$ cat src/rtl/pipeline_stage1.sv
// pipeline_stage1: first stage of a two-stage fetch/issue pipeline.
// Sequences a startup reset window, fetches opcode bytes from memory,
// stalls for stage-2 bus requests and halts on stage-2 break requests.
// Every output except fetch_req and halted comes straight from a flop, so
// stage 2 can safely sample on the falling edge of the same cycle.
//
//   state | meaning
//   ------+--------------------------------------------------------------
//   RSEQ  | startup window; flag_reset=1, NOP issued, all inputs ignored
//   FETCH | normal fetch; opcode accepted when mem_ready=1
//   STALL | stage 2 owns the bus; NOP issued, no PC increment
//   HALT  | break taken; NOP held until resume (break_in wins over resume)
module pipeline_stage1 #(
  parameter int               WIDTH        = 8,
  parameter int               RESET_CYCLES = 3,
  parameter logic [WIDTH-1:0] NOP          = {WIDTH{1'b0}}
) (
  input  logic             clk,
  input  logic             reset,
  input  logic [WIDTH-1:0] mem_data,
  input  logic             mem_ready,
  input  logic             bus_request_in,
  input  logic             pcra_flip_in,
  input  logic             break_in,
  input  logic             resume,
  output logic [WIDTH-1:0] instruction,
  output logic             flag_reset,
  output logic             flag_pcraflip,
  output logic             fetch_req,
  output logic             pc_inc,
  output logic             halted
);

  typedef enum logic [1:0] {
    RSEQ  = 2'd0,
    FETCH = 2'd1,
    STALL = 2'd2,
    HALT  = 2'd3
  } state_t;

  // Final count value of the startup window (counter runs 0..RESET_CYCLES-1).
  localparam logic [3:0] LP_CNT_LAST = 4'(RESET_CYCLES - 1);

  state_t           r_state;
  logic [3:0]       r_cnt;
  logic [WIDTH-1:0] r_instruction;
  logic             r_flag_reset;
  logic             r_flag_pcraflip;
  logic             r_pc_inc;

  // Single FSM: state, startup counter and all registered stage-2 outputs.
  always_ff @(posedge clk or posedge reset) begin
    if (reset) begin
      r_state         <= RSEQ;
      r_cnt           <= 4'd0;
      r_instruction   <= NOP;
      r_flag_reset    <= 1'b1;
      r_flag_pcraflip <= 1'b0;
      r_pc_inc        <= 1'b1;
    end else begin
      // PC/RA selection follows stage 2 in every state except the startup window.
      if ((r_state != RSEQ) && pcra_flip_in) begin
        r_flag_pcraflip <= ~r_flag_pcraflip;
      end

      case (r_state)
        RSEQ: begin
          r_instruction <= NOP;
          r_pc_inc      <= 1'b1;
          if (r_cnt == LP_CNT_LAST) begin
            r_state      <= FETCH;
            r_cnt        <= 4'd0;
            r_flag_reset <= 1'b0;
          end else begin
            r_cnt        <= r_cnt + 4'd1;
            r_flag_reset <= 1'b1;
          end
        end

        FETCH: begin
          // break_in > bus_request_in > mem_ready
          if (break_in) begin
            r_state       <= HALT;
            r_instruction <= NOP;
            r_pc_inc      <= 1'b1;
          end else if (bus_request_in) begin
            // Any byte presented this cycle is dropped; it is refetched later
            // because the PC was not advanced.
            r_state       <= STALL;
            r_instruction <= NOP;
            r_pc_inc      <= 1'b1;
          end else if (mem_ready) begin
            r_instruction <= mem_data;
            r_pc_inc      <= 1'b0;
          end else begin
            r_instruction <= NOP;
            r_pc_inc      <= 1'b1;
          end
        end

        STALL: begin
          r_instruction <= NOP;
          r_pc_inc      <= 1'b1;
          if (break_in) begin
            r_state <= HALT;
          end else if (!bus_request_in) begin
            r_state <= FETCH;
          end
        end

        HALT: begin
          r_instruction <= NOP;
          r_pc_inc      <= 1'b1;
          if (resume && !break_in) begin
            r_state <= FETCH;
          end
        end

        default: begin
          r_state       <= RSEQ;
          r_cnt         <= 4'd0;
          r_instruction <= NOP;
          r_flag_reset  <= 1'b1;
          r_pc_inc      <= 1'b1;
        end
      endcase
    end
  end

  assign instruction   = r_instruction;
  assign flag_reset    = r_flag_reset;
  assign flag_pcraflip = r_flag_pcraflip;
  assign pc_inc        = r_pc_inc;
  assign fetch_req     = (r_state == FETCH);
  assign halted        = (r_state == HALT);

endmodule

$ cat config.mk
export PLATFORM = sky130hd
export DESIGN_NAME = pipeline_stage1
export DESIGN_NICKNAME = d
export VERILOG_FILES = /design/src/rtl/pipeline_stage1.sv
export SDC_FILE = /design/constraint.sdc
export NUM_CORES = 1
export LEC_CHECK = 0
export CORE_UTILIZATION = 42
export DETAILED_ROUTE_END_ITERATION = 6
export PLACE_DENSITY_LB_ADDON = 0.1
export SLEW_MARGIN = 10
export SYNTH_ARGS = -nofsm -noshare
export SYNTH_HDL_FRONTEND = slang
export SYNTH_SLANG_ARGS = --single-unit
$ cat constraint.sdc
create_clock -name clk -period 2.4 [get_ports clk]
set_input_delay 0.72 -clock clk [delete_from_list [all_inputs] [get_ports clk]]
set_output_delay 0.72 -clock clk [all_outputs]
set_load 0.03 [all_outputs]
==> summary.md, run 1 <==
| Metric | Value |
|---|---|
| Hold worst-path end | flag_pcraflip |
| CTS tree | built |
| Finish-stage setup viols | 0 |
| Die Ht | 44.2 um |
| Worst reg2reg path depth | 3 |
| Iter 0 DRT Violations | 5 |
| CP required | 1.68 ns |
| Tightest Hold Check Type | reg2reg |
| Drt drc | 0 |
| # rows | 14 |
| Fillers | around 140 |
| Clock period minus worst slack | 2.28 ns |
| Core footprint | 1580 um2 |
| Slew Limit Fails | 0 |
| Avg Vias per Cell | between 4 and 5 |
| Synth Cell Area | ~750 um2 |
| GRT Total Usage | 0.166 |
| Max transition margin | 0.591 |
| Root buf cell | clkbuf_4 |
| Vias | 525 |
| Grt ovf | 0 |
| Mapped Cells | 61 |
| Peak Freq | 438 MHz |
| Power Dens Cells | around 1000 nW/um2 |
| Fin. Hold Viols | 0 |
| Final GP Congestion | approximately 0.83 |
| Area of the die | 1950 um2 |
| Pre-CTS setup slack | 0.0386 ns |
| VDD IR max | 0.000537 V |
| Layout net count | 114 |
| Share of cells above drive strength 1 | 0.0860 |
| Depth of the CTS H-tree | 1 |
| Placed insts | 105 |
| Crit path setup slack, layout | 0.115 ns |
| Hpwl dp | 990 um |
| Data arrival, critical path | 1.56 ns |
| Setup Skew | 0.00615 ns |
| Static Leak | roughly 0.50 nW |
| Yosys reg bits | 17 |
| Worst-path clk slew | 0.09 ns |
| Syn Area/Cell | about 12 um2 |
| Syn_nets | 81 |
| Largest net degree at the start of global routing | 18 |
| Global-route wire length before repair | around 2300 um |
| Diode count | 0 |
| YS warnings | 0 |
| PortBufs | 27 |
| Antenna violations before repair | 0 |
| TritonCTS buffer count | 3 |
| DR WL/cell | 11.7 um |
| RR Startpoint | r_cnt[0] |
| Skew-Pair Late Insertion Delay | 0.28 ns |
| RSZ-0062 raised after global routing | no |
| Synth unique cells | 22 |
| Antenna viol nets, final | 0 |
| Status | finished clean |
| Total iterations of the first detailed-routing run | 4 |
| Max-cap viol count | 0 |
| CP Class | reg2out |
| Die width | 44.2 um |
| CTS Sinks | 17 |
| FF-to-FF setup slack | 0.48 ns |
| CP max FO | 4 |
| Layout Area Growth over Synthesis | 43.2% |
| Initial Util | 0.474 |
| RR Endpoint | r_state[1] |
| Min Hold Slack | 0.492 ns |
| Postcts setup bufs | 0 |
| Hold Path Depth | 1 |
| Setup crit end kind | output port |
| Setup total negative slack | 0 ns |
| # IOs | 28 |
| Vias in the first global route | 531 |
| Total power | about 1.1 mW |
| Routed WL | 1280 um |
| Register area share after synthesis | 0.573 |
| Max clock buf depth | 2 |
| Fin crit share | 0.952 |
| Finished Layout Cells | 109 |
| Hold wc startpoint | flag_pcraflip |
| Startpoint class of the critical path | flop |
| Worst-Margin Slew | 0.613 ns |
==> critical path: stages, from the launching register on <==
cell and delay [ns]:
dfrtp_1 0.41, ha_1 0.19, clkdlybuf4s50_1 0.68
==> kinds of logic (layout without fill, tap and decap cells) <==
group,Yosys count,after routing,synth area share
simple gates,18,18,0.146
fa+ha+maj,5,5,0.0838
xor+xnor,3,3,0.0352
compound gates,5,5,0.0469
flops,17,17,0.573
mux,5,5,0.0704
buf+inv,8,40,0.0452
==> cell usage after synthesis, drive strengths merged <==
cell type / n / area [um2]
nand4: 1 / 6.26
and2: 8 / 50.1
nand2: 2 / 7.51
buf: 1 / 7.51
dfrtp: 15 / 375
ha: 5 / 62.6
mux2i: 3 / 30.0
xnor2: 3 / 26.3
nor4bb: 1 / 10.0
a21oi: 1 / 5.00
or4b: 1 / 10.0
a211oi: 1 / 7.51
inv: 7 / 26.3
a222oi: 1 / 10.0
nand3: 1 / 5.00
mux2: 2 / 22.5
nand2b: 2 / 12.5
dfstp: 2 / 52.6
o21a: 1 / 7.51
o21ai: 1 / 5.00
nor2: 2 / 7.51
==> where the power goes <==
| group | internal, mW | total (mW) | switching, mW | leakage [nW] |
|---|---|---|---|---|
| Combinational | 0.240 | 0.489 | 0.249 | 0.270 |
| Clock | 0.0644 | 0.143 | 0.0784 | 0.0150 |
| Sequential | 0.372 | 0.443 | 0.0708 | 0.216 |
| Total | 0.677 | 1.08 | 0.398 | 0.501 |
==> final cells by class <==
| type | instances | area, um2 | share of cell area |
|---|---|---|---|
| Tap cell | 16 | 20.0 | 0.0187 |
| Sequential cell | 17 | 428 | 0.400 |
| Clock buffer | 4 | 26.3 | 0.0246 |
| Timing Repair Buffer | 29 | 284 | 0.265 |
| Multi-Input combinational cell | 36 | 285 | 0.267 |
| Inverter | 7 | 26.3 | 0.0246 |
==> layer usage <==
metal  vias up  global-route usage  routed length, um
met5         -                   0                  0
met4         0              0.0727                 15
met3         2              0.0939                 82
met2        14               0.276                645
met1       247               0.168                533
li1        262                   -                  -
==> per-stage QoR <==
step / area, um2 / util
CTS: 1070 / 0.679
finish: 1070 / 0.679
floorplan: 747 / -
global route: 1070 / 0.679
global placement: 1040 / 0.663
detailed placement: 1040 / 0.663
==> registers in the layout, summed over array words and instances, names as in the netlist <==
signal / count
pc_inc: 1
r_cnt: 4
r_state: 2
flag_pcraflip: 1
flag_reset: 1
instruction: 8
==> cells in the final DEF, fill, tap and decap left out, drive strengths merged, types with 2 or more instances in the layout <==
cell / n
ha: 5
dfrtp: 15
mux2: 2
nand2: 2
nor2: 2
xnor2: 3
mux2i: 3
inv: 7
buf: 2
and2: 8
clkdlybuf4s50: 26
nand2b: 2
clkbuf: 4
dfstp: 2
==> how the worst max path moves through the flow <==
| stage | startpoint | endpoint | depth (start not counted) |
|---|---|---|---|
| floorplan | r_cnt[0] | r_state[1] | 3 |
| global placement | bus_request_in | r_state[1] | 4 |
| detailed placement | bus_request_in | r_state[1] | 4 |
| CTS | r_state[0] | halted | 2 |
| global route | r_state[0] | halted | 2 |
| finish | r_state[0] | halted | 2 |
==> repair_timing <==
| action | CTS | global route |
|---|---|---|
| resized for setup | 1 | 0 |
| endpoints found under the setup margin | 1 | 0 |
| hold endpoints to repair | 0 | 0 |
| hold buffers | 0 | 0 |
Note: power is estimated with default switching activity, not from simulation.
==> inputs of run 2 (changes only) <==
--- a/config.mk
+++ b/config.mk
@@ -5,7 +5,8 @@
 export SDC_FILE = /design/constraint.sdc
 export NUM_CORES = 1
 export LEC_CHECK = 0
-export CORE_UTILIZATION = 42
+export ABC_AREA = 1
+export CORE_UTILIZATION = 43
 export DETAILED_ROUTE_END_ITERATION = 6
 export PLACE_DENSITY_LB_ADDON = 0.1
 export SLEW_MARGIN = 10
==> run 2 against run 1 <==
Compared with the run above: critical path depth did not move; sequential power fell by 2%; worst setup slack got worse by 0.018 ns; largest cell class unchanged; largest power group unchanged; clock skew fell by 0.0021 ns; die area rose by 4.0%; maximum frequency fell by 0.77%; highest routed layer is now met3; global-route usage barely moved; cell count rose by 32%; wire length rose by 8.8%; worst hold slack got worse by 0.015 ns; count of clock-buffer cells in the layout fell by 1.
==> summary.md, run 2 <==
| Metric | Value |
|---|---|
| Synth top cells by count | nand2_1, inv_1, dfrtp_1, nor2_1, ha_1 |
| Initial Util | 0.462 |
| Post-synth EDFFs | 0 |
| Max reg flops | 8 |
| Fin. Hold Viols | 0 |
| Layout Area Growth over Synthesis | 41.1% |
| Routed WL | roughly 1400 um |
| CP required | 1.68 ns |
| Skew-Pair Late Insertion Delay | 0.28 ns |
| Drt drc | 0 |
| CTS tree | built |
| Hold Path Depth | 1 |
| Avg Vias per Cell | 4.43 |
| # rows | 15 |
| Most frequent cells in the layout | clkdlybuf4s50_1, nand2_1, inv_1, dfrtp_1, nor2_1 |
| Largest cells by area after synthesis | dfrtp_1, nand2_1, ha_1, inv_1, dfstp_2 |
| Switch share | 0.417 |
| Iter 0 DRT Violations | 9 |
| Global-route wire length before repair | between 2000 and 2500 um |
| Fin crit share | 0.959 |
| Worst reg2reg path depth | 8 |
| Power Dens Cells | 992 nW/um2 |
| Total power | ~1.1 mW |
| DR WL/cell | 9.65 um |
| Internal power | 0.650 mW |
| PortBufs | 27 |
| Primary FF master, synth | dfrtp_1 |
| Syn_nets | 108 |
| TritonCTS buffer count | 3 |
| Max-cap viol count | 0 |
| Clock period minus worst slack | 2.30 ns |
| Hold worst-path end | flag_pcraflip |
| Worst-Margin Slew | 0.629 ns |
| RR Endpoint | r_state[1] |
| Peak Freq | roughly 430 MHz |
| Asr flop ratio synth | 1.00 |
| Met1 wire length | 646 um |
| Vias in the first global route | 600 |
| Max clock buf depth | 2 |
| # IOs | 28 |
| Setup total negative slack | 0 ns |
| Share of cells above drive strength 1 | 0.109 |
| Top Metal Used | met3 |
| Antenna viol nets, final | 0 |
| Data arrival, critical path | 1.58 ns |
| Setup Skew | approximately 0.004 ns |
| Hold wc startpoint | flag_pcraflip |
| RR Startpoint | r_state[0] |
| Clk network pwr share | 0.132 |
| Mapped Cells | 88 |
| Hpwl dp | 1100 um |
| CTS Sinks | 17 |
| Core footprint | 1730 um2 |
| Leading cell type in the layout, fill and taps excluded | clkdlybuf4s50_1 |
| Area of the die | 2030 um2 |
| Startpoint class of the critical path | flop |
| Tightest Hold Check Type | reg2reg |
| Slew Limit Fails | 0 |
| Die width | 45.1 um |
| Synth unique cells | 21 |
| Antenna violations before repair | 0 |
| Syn Area/Cell | between 9 and 10 um2 |
| Met2 wire length | around 700 um |
| Die Ht | 45.1 um |
| Synth Cell Area | 797 um2 |
| Combinational share of power | 0.481 |
| Vias | between 600 and 700 |
| Finish-stage setup viols | 0 |
| Count leader, synth | nand2_1 |
| Largest net degree at the start of global routing | 18 |
| P_sw | 0.466 mW |
| Final GP Congestion | ~0.71 |
| RSZ-0062 raised after global routing | no |
| Yosys reg bits | 17 |
| Grt ovf | 0 |
| Static Leak | 0.583 nW |
| Depth of the CTS H-tree | 1 |
| Diode count | 0 |
| Status | finished clean |
| Synth area leader | dfrtp_1 |
| Root buf cell | clkbuf_4 |
| Top cell type's share of synthesized area | 0.471 |
| YS warnings | 0 |
| CP max FO | 5 |
| Worst-path clk slew | 0.10 ns |
| Max transition margin | 0.580 |
| Total iterations of the first detailed-routing run | 4 |
| Min Hold Slack | ~0.48 ns |
| Register area share after synthesis | 0.537 |
| Setup crit end kind | output port |
| VDD IR max | 0.000538 V |
| Postcts setup bufs | 0 |
| CP Class | reg2out |
| FF-to-FF setup slack | 1.12 ns |
| Seq pwr share | 0.387 |
| WL met3 | 40 um |
| Layout net count | 140 |
| GRT Total Usage | 0.166 |
## run 2: repair_timing
| item | in CTS | in global routing |
|---|---|---|
| resized for setup | 1 | 0 |
| endpoints found under the setup margin | 1 | 0 |
| hold buffers | 0 | 0 |
## run 2: cell families after synthesis
logic type                 count (synthesis)  synth area share
buffers and inverters                     18            0.0848
DFF                                       17             0.537
AOI/OAI and AO/OA                          7            0.0487
and+or+nand+nor                           39             0.229
adders and majority gates                  5            0.0785
xor gates and xnor gates                   2            0.0220
## run 2: power groups by stage
stage          combinational (mW)  clock (mW)  sequential (mW)
2_1_floorplan               0.348           0            0.480
6_report                    0.537       0.147            0.432
3_3_place_gp                0.547           0            0.434
4_1_cts                     0.547       0.154            0.433
3_5_place_dp                0.552           0            0.438
5_1_grt                     0.612       0.165            0.447
## run 2: layout make-up
| class | count | area (um2) |
|---|---|---|
| fillers | 155 | 602 |
| inverters | 18 | 67.6 |
| well taps | 25 | 31.3 |
| repair buffers | 27 | 269 |
| flip-flops and latches | 17 | 428 |
| clock buffers | 3 | 22.5 |
| multi-input cells | 53 | 302 |
| clock inverters | 1 | 5.00 |
## run 2: routing by layer
metal | GRT usage | vias to the layer above
met1 | 0.209 | 296
met2 | 0.281 | 12
met4 | 0.0182 | 0
li1 | - | 330
met3 | 0.0600 | 0
met5 | 0 | -
## run 2: worst max-delay path by stage
| stage | from | endpoint | slack [ns] | cells after the start |
|---|---|---|---|---|
| final | r_state[0] | halted | 0.1 | 2 |
| after global routing | r_state[0] | halted | 0.02 | 2 |
| after CTS | r_state[0] | halted | 0.08 | 2 |
| after detailed placement | r_state[1] | fetch_req | 0.26 | 3 |
| after global placement | r_state[1] | fetch_req | 0.29 | 3 |
| after floorplan | r_state[1] | fetch_req | 0.82 | 2 |
## run 2: per-stage QoR
step	cells	utilization	setup WS, ns	area (um2)
after floorplan	88	-	0.820	797
after global placement	140	0.636	0.291	1100
after detailed placement	140	0.636	0.256	1100
after CTS	144	0.651	0.0804	1120
after global routing	144	0.651	0.0246	1120
final	144	0.651	0.0978	1120
## run 2: worst max-delay path, stage by stage, from the launching register on
cell and delay, ns:
dfrtp_1 0.43, ha_1 0.20, clkdlybuf4s50_1 0.67
